--- config.mk ---
export PLATFORM = sky130hd
export DESIGN_NAME = instr_decode
export DESIGN_NICKNAME = d
export VERILOG_FILES = /design/src/rtl/pic_pkg.sv /design/src/rtl/file_regs.sv /design/src/rtl/instr_decode.sv
export SDC_FILE = /design/constraint.sdc
export NUM_CORES = 1
export LEC_CHECK = 0
export BUFFER_PORTS_ARGS = -buffer_cell sky130_fd_sc_hd__buf_2
export CORE_MARGIN = 1.5
export CORE_UTILIZATION = 40
export CTS_CLUSTER_DIAMETER = 60
export DETAILED_ROUTE_END_ITERATION = 8
export GPL_TIMING_DRIVEN = 0
export MAX_ROUTING_LAYER = met4
export PLACE_DENSITY = 0.54
export SYNTH_ARGS = -nofsm -noshare
export SYNTH_HDL_FRONTEND = slang
export SYNTH_HIERARCHICAL = 1
export SYNTH_SLANG_ARGS = --single-unit
export TNS_END_PERCENT = 1
--- constraint.sdc ---
create_clock -name clk -period 6.48 [get_ports clk]
set_input_delay 0.324 -clock clk [delete_from_list [all_inputs] [get_ports clk]]
set_output_delay 0.324 -clock clk [all_outputs]
set_load 0.02 [all_outputs]
--- src/rtl/pic_pkg.sv ---
// pic_pkg: shared ALU opcodes, instruction classes, decoder states and special file addresses
package pic_pkg;
  localparam logic [6:0] OP_NOP        = 7'b0000000;
  localparam logic [6:0] OP_CLRW       = 7'b0000010;
  localparam logic [6:0] OP_MOVWF      = 7'b0000001;
  localparam logic [6:0] OP_BCF_BASE   = 7'b0100000;
  localparam logic [6:0] OP_BSF_BASE   = 7'b0101000;
  localparam logic [6:0] OP_BTFSC_BASE = 7'b0110000;
  localparam logic [6:0] OP_BTFSS_BASE = 7'b0111000;
  localparam logic [1:0] CLS_BYTE = 2'b00;
  localparam logic [1:0] CLS_BIT  = 2'b01;
  localparam logic [1:0] CLS_JUMP = 2'b10;
  localparam logic [1:0] CLS_LIT  = 2'b11;
  localparam logic [6:0] FSR_ADDR  = 7'h04;
  localparam logic [6:0] INDF_ADDR = 7'h00;
  typedef enum logic [1:0] {IDLE = 2'd0, DECODE = 2'd1, EXECUTE = 2'd2, RETIRE = 2'd3} state_t;
  // Class 1x words have no ALU meaning here and issue as NOP.
  function automatic logic [6:0] decode_op(input logic [13:0] instr);
    return instr[13] ? OP_NOP : instr[13:7];
  endfunction
  // Byte ops with d=1 and BCF/BSF write their result back to the file.
  function automatic logic wr_en(input logic [13:0] instr);
    return (instr[13:12] == CLS_BYTE && instr[7]) || (instr[13:12] == CLS_BIT && !instr[11]);
  endfunction
endpackage

--- src/rtl/file_regs.sv ---
// file_regs: FILE_DEPTH x 8 file register array, async read, sync write; INDF_EN adds an FSR tap
module file_regs
  import pic_pkg::*;
#(
  parameter int FILE_DEPTH = 128
) (
  input  logic       clk,
  input  logic [6:0] raddr,
  output logic [7:0] rdata,
`ifdef INDF_EN
  output logic [6:0] fsr,
`endif
  input  logic       we,
  input  logic [6:0] waddr,
  input  logic [7:0] wdata
);
  logic [7:0] mem [FILE_DEPTH];
  assign rdata = 32'(raddr) < FILE_DEPTH ? mem[raddr] : 8'h00;
`ifdef INDF_EN
  assign fsr = mem[FSR_ADDR][6:0];
`endif
  // Storage is deliberately unreset; out-of-range writes are dropped.
  always_ff @(posedge clk)
    if (we && 32'(waddr) < FILE_DEPTH) mem[waddr] <= wdata;
endmodule

--- src/rtl/instr_decode.sv ---
// instr_decode: 4-cycle issue stage feeding the PIC16F84 ALU; INDF_EN enables indirect addressing via FSR
module instr_decode
  import pic_pkg::*;
#(
  parameter int FILE_DEPTH = 128
) (
  input  logic        clk,
  input  logic        rst,
  input  logic [13:0] INSTR,
  input  logic        INSTR_VALID,
  output logic        INSTR_READY,
  input  logic [7:0]  F_OUT,
  output logic [6:0]  OP_CODE,
  output logic [7:0]  F_ADD,
  output logic        DONE,
  output logic        SKIP,
  output logic        UNSUPPORTED
);
  state_t     state_q, state_d;
  logic [6:0] hi_q, hi_d, ea_q, ea_d, op_q, op_d, ea;
  logic [7:0] fadd_q, fadd_d, rdata;
  logic       wr_q, wr_d, done_q, done_d, skip_q, skip_d, uns_q, uns_d, ea_ok, accept;
`ifdef INDF_EN
  logic [6:0] fsr;
`endif
  file_regs #(.FILE_DEPTH(FILE_DEPTH)) u_regs (
    .clk(clk), .raddr(ea), .rdata(rdata),
`ifdef INDF_EN
    .fsr(fsr),
`endif
    .we(state_q == EXECUTE && wr_q), .waddr(ea_q), .wdata(F_OUT)
  );
  // Effective file address of the incoming word; indirect slot 0 reads 0 and never writes.
  always_comb begin
`ifdef INDF_EN
    ea = INSTR[6:0] == INDF_ADDR ? fsr & 7'(FILE_DEPTH - 1) : INSTR[6:0];
    ea_ok = ea != INDF_ADDR;
`else
    ea = INSTR[6:0];
    ea_ok = 1'b1;
`endif
  end
  // Next-state: capture on accept, OP_CODE live only in DECODE, flags pulse in RETIRE.
  always_comb begin
    accept = state_q == IDLE && INSTR_VALID;
    state_d = state_q == IDLE ? (INSTR_VALID ? DECODE : IDLE) :
              state_q == DECODE ? EXECUTE : state_q == EXECUTE ? RETIRE : IDLE;
    hi_d = accept ? INSTR[13:7] : hi_q;
    ea_d = accept ? ea : ea_q;
    wr_d = accept ? wr_en(INSTR) && ea_ok : wr_q;
    fadd_d = accept ? (ea_ok ? rdata : 8'h00) : fadd_q;
    op_d = accept ? decode_op(INSTR) : OP_NOP;
    done_d = state_q == EXECUTE;
    uns_d = state_q == EXECUTE && hi_q[6];
    skip_d = state_q == EXECUTE && hi_q[6:4] == 3'b011 && fadd_q[hi_q[2:0]] == hi_q[3];
  end
  // Pipeline registers; reset lands in IDLE with the ALU seeing NOP.
  always_ff @(posedge clk or posedge rst)
    if (rst) begin
      state_q <= IDLE;
      hi_q <= '0;
      ea_q <= '0;
      wr_q <= 1'b0;
      fadd_q <= '0;
      op_q <= OP_NOP;
      done_q <= 1'b0;
      skip_q <= 1'b0;
      uns_q <= 1'b0;
    end else begin
      state_q <= state_d;
      hi_q <= hi_d;
      ea_q <= ea_d;
      wr_q <= wr_d;
      fadd_q <= fadd_d;
      op_q <= op_d;
      done_q <= done_d;
      skip_q <= skip_d;
      uns_q <= uns_d;
    end
  assign INSTR_READY = state_q == IDLE;
  assign OP_CODE = op_q;
  assign F_ADD = fadd_q;
  assign DONE = done_q;
  assign SKIP = skip_q;
  assign UNSUPPORTED = uns_q;
endmodule

==> flow_summary.yaml <==
sta:
  max_freq_ghz: 0.234
  tightest_slew_ns: 1.56
  period_minus_slack_ns: 4.27
  hold_viol: 0
  skew_ns: 0.0261
  slew_violations: 32
  setup_viol: 0
  period_share_pct: 65.8
  relSlewSlack_pct: -3.92
  rsz0062_at_grt: "false"
  tns_ns: 0
logic_synthesis:
  synth_top_family_by_area: "multiplexers"
  synthCells: 1717
  syn_area_sq_mm: 0.0408
  synth_compound_area_share_pct: 0.0459
  yosys-mux-area-fraction_pct: 19.5
  yosysWarnings: 6
  syn_avg_cell_area_sq_um: 23.8
  yosysUniqueCellTypes: 26
  yosys_register_bits: 1058
  yosysSeqAreaShare_pct: 77.4
  synth_xor_area_share_pct: 0
  synthSimpleGateAreaFrac_pct: 1.91
  synth.net_count: 1744
  synthAdderAreaFrac_pct: 0.0613
critical_path:
  cpLargestDelayFamily: "buffers and inverters"
  worstPathCellList: "dlygate4sd3_1 > buf_2 > clkbuf_1 > buf_1 > mux4_2 > mux4_2 > mux4_2 > mux2_2 > mux2_2"
  critPathMaxStageDelay_ns: 0.77
  critPathBufInv: 4
  worstPathRequired_ns: 7.04
  cp-end-kind: "flop"
  worstSetupStartpointType: "input port"
  crit_fanout: 10
  critPathKind: "input port to flop"
  critPathArrivalTime_ns: 4.82
  crit_top_cell: "mux4_2"
  critPathSlowestCell: "buf_1"
power_and_ir_drop:
  p_per_area_mw_per_mm2: 326
  p_leak_nw: 14.4
  peakVddDrop_v: 0.000223
  total_power_mw: 15.2
clocking:
  cts_tree: "yes"
  clock_latency_ns: 0.68
  cts.sinks: 1058
  ctsRootBufferMaster: "clkbuf_16"
  clk_path_buf_depth: 3
  htreeDepth: 3
  clkTransAtPathRegs_ns: 0.06
  cts_buffers: 112
placed_design:
  routabilityCongestion: 0.871
  port-buffer-count: 42
  post-dp-hpwl_mm: 67.5
  place_inst: 3137
grt:
  grt_pass1_wl_mm: 145
  overflow: 0
  antenna_found_initial: 1
  grt_pass1_vias: 19400
  grt_usage_pct: 20.6
  grt_max_degree: 93
detailed_routing:
  wl_mm: 103
  viasPerCell: 5.63
  drc: 0
  drtPass1Iterations: 5
  routedWlPerCell_um: 30.5
  drt_iter0_drc: 1935
  vias: 18900
  ant_nets: 0
floorplanning:
  start_util_pct: 40.3
  row_count: 117
  dieArea_sq_mm: 0.104
  die-height_um: 323
  die_x_um: 323
  core_region_area_sq_mm: 0.101
  ioPinCount: 44
cells_and_area:
  nets: 1925
  drive_gt1_share_pct: 31.2
  area_growth_pct: 14.6
  instances_no_fill: 3361
worst_hold_path:
  hp-class: "input port to flop"
job:
  cap_violations: 3
status:
  status: "complete, but fails checks"
  violations: "max-capacitance violations, max-slew violations"
==> metal layers <==
layer	track usage [%]	wire (um)
met5	-	0
met2	32.5	50200
met3	3.55	7010
met1	28.5	43600
met4	4.07	1800
==> power breakdown <==
part	switching, mW	total, mW	leakage (nW)	internal [mW]
logic	0.795	1.26	3.06	0.465
registers	0.116	7.74	9.62	7.62
clock network	2.64	6.24	1.76	3.60
==> cell usage after synthesis <==
| library cell | number | area [sq um] |
|---|---|---|
| ha_1 | 2 | 25.0 |
| buf_2 | 17 | 85.1 |
| mux2i_1 | 5 | 50.1 |
| buf_4 | 12 | 90.1 |
| mux4_2 | 337 | 7590 |
| nand3_1 | 12 | 60.1 |
| nor3_1 | 9 | 45.0 |
| dfrtp_1 | 34 | 851 |
| clkbuf_1 | 44 | 165 |
| o21ai_0 | 1 | 5.00 |
| nand4_1 | 3 | 18.8 |
| and4b_1 | 1 | 10.0 |
| edfxtp_1 | 1024 | 30700 |
| inv_1 | 4 | 15.0 |
| a22o_1 | 1 | 8.76 |
| nor2_1 | 124 | 465 |
| nand2b_1 | 3 | 18.8 |
| conb_1 | 1 | 3.75 |
| mux2_2 | 30 | 338 |
| and2_1 | 8 | 50.1 |
| buf_1 | 18 | 67.6 |
| or3_1 | 1 | 6.26 |
| buf_6 | 2 | 22.5 |
| a21oi_1 | 1 | 5.00 |
| nor2b_1 | 7 | 43.8 |
| nand2_1 | 16 | 60.1 |
==> per-stage QoR <==
| stage | instance area [sq um] | setup slack [ns] | utilization (%) | hold slack, ns |
|---|---|---|---|---|
| after floorplan | 40800 | 3.40 | - | 0.423 |
| after global placement | 42800 | 1.94 | 42.2 | 0.484 |
| after detailed placement | 43000 | 1.91 | 42.4 | 0.488 |
| after CTS | 46800 | 2.02 | 46.1 | 0.00329 |
| after global routing | 46800 | 2.16 | 46.1 | 0.0873 |
| final | 46800 | 2.21 | 46.1 | 0.109 |
==> repair_timing <==
item                                   4_1_cts  5_1_grt
setup buffers                                0        0
endpoints found under the hold margin       21       34
gates resized for setup                      0        0
hold buffers                                14        1
==> flip-flops by register name, summed over array words and instances (netlist names) <==
name,flops
u_regs/mem,1024
F_ADD,8
ea_q,7
hi_q,7
OP_CODE,6
state_q,2
DONE,1
SKIP,1
UNSUPPORTED,1
wr_q,1
==> area by class of cell <==
class	count	area, sq um
Sequential cell	1058	31600
Clock buffer	132	2900
Clock inverter	76	708
Tap cell	1368	1710
Inverter	4	15.0
Fill cell	8342	54600
Buffer	93	430
Timing Repair Buffer	67	619
Antenna cell	1	2.50
Multi-Input combinational cell	562	8820
==> cell usage in the layout (no fill, tap or decap), types with 2 or more instances in the layout <==
cell              n
nor2b_1           7
nor3_2            4
buf_16            8
mux4_2          337
clkinv_2         26
clkbuf_16       113
buf_6             3
buf_1            18
dfrtp_1          34
clkinvlp_4        6
clkinv_1         23
nand4_1           3
ha_1              2
buf_4            21
dlygate4sd3_1    15
edfxtp_1       1024
clkinv_8          2
clkinv_4          3
nor2_1          124
nor3_1            5
bufinv_16        10
inv_1             3
mux2i_1           5
nand3_1          12
and2_1            8
clkbuf_1         63
inv_6             3
nand2b_1          3
nand2_1          16
buf_2            51
mux2_2           30
==> logic make-up (layout without fill, tap and decap cells) <==
group | Yosys count | count (layout)
other cells | 1 | 2
simple gates | 184 | 184
fa+ha+maj | 2 | 2
compound gates | 3 | 3
flops | 1058 | 1058
buf+inv | 97 | 372
mux | 372 | 372
==> final timing paths <==
kind / depth (start not counted) / start / to / slack (ns)
worst max-delay path: 9 / INSTR[2] / F_ADD[5] / 2.21
worst min-delay path: 1 / F_OUT[7] / u_regs/mem[24][7] / 0.11
worst max register to register: 8 / state_q[0] / u_regs/mem[104][3] / 2.26
worst min register to register: 1 / hi_q[4] / hi_q[4] / 0.51
max in group asynchronous: 3 / rst / ea_q[5] / 5.70
min in group asynchronous: 3 / rst / OP_CODE[4] / 0.30
(Power assumes the default switching activity.)
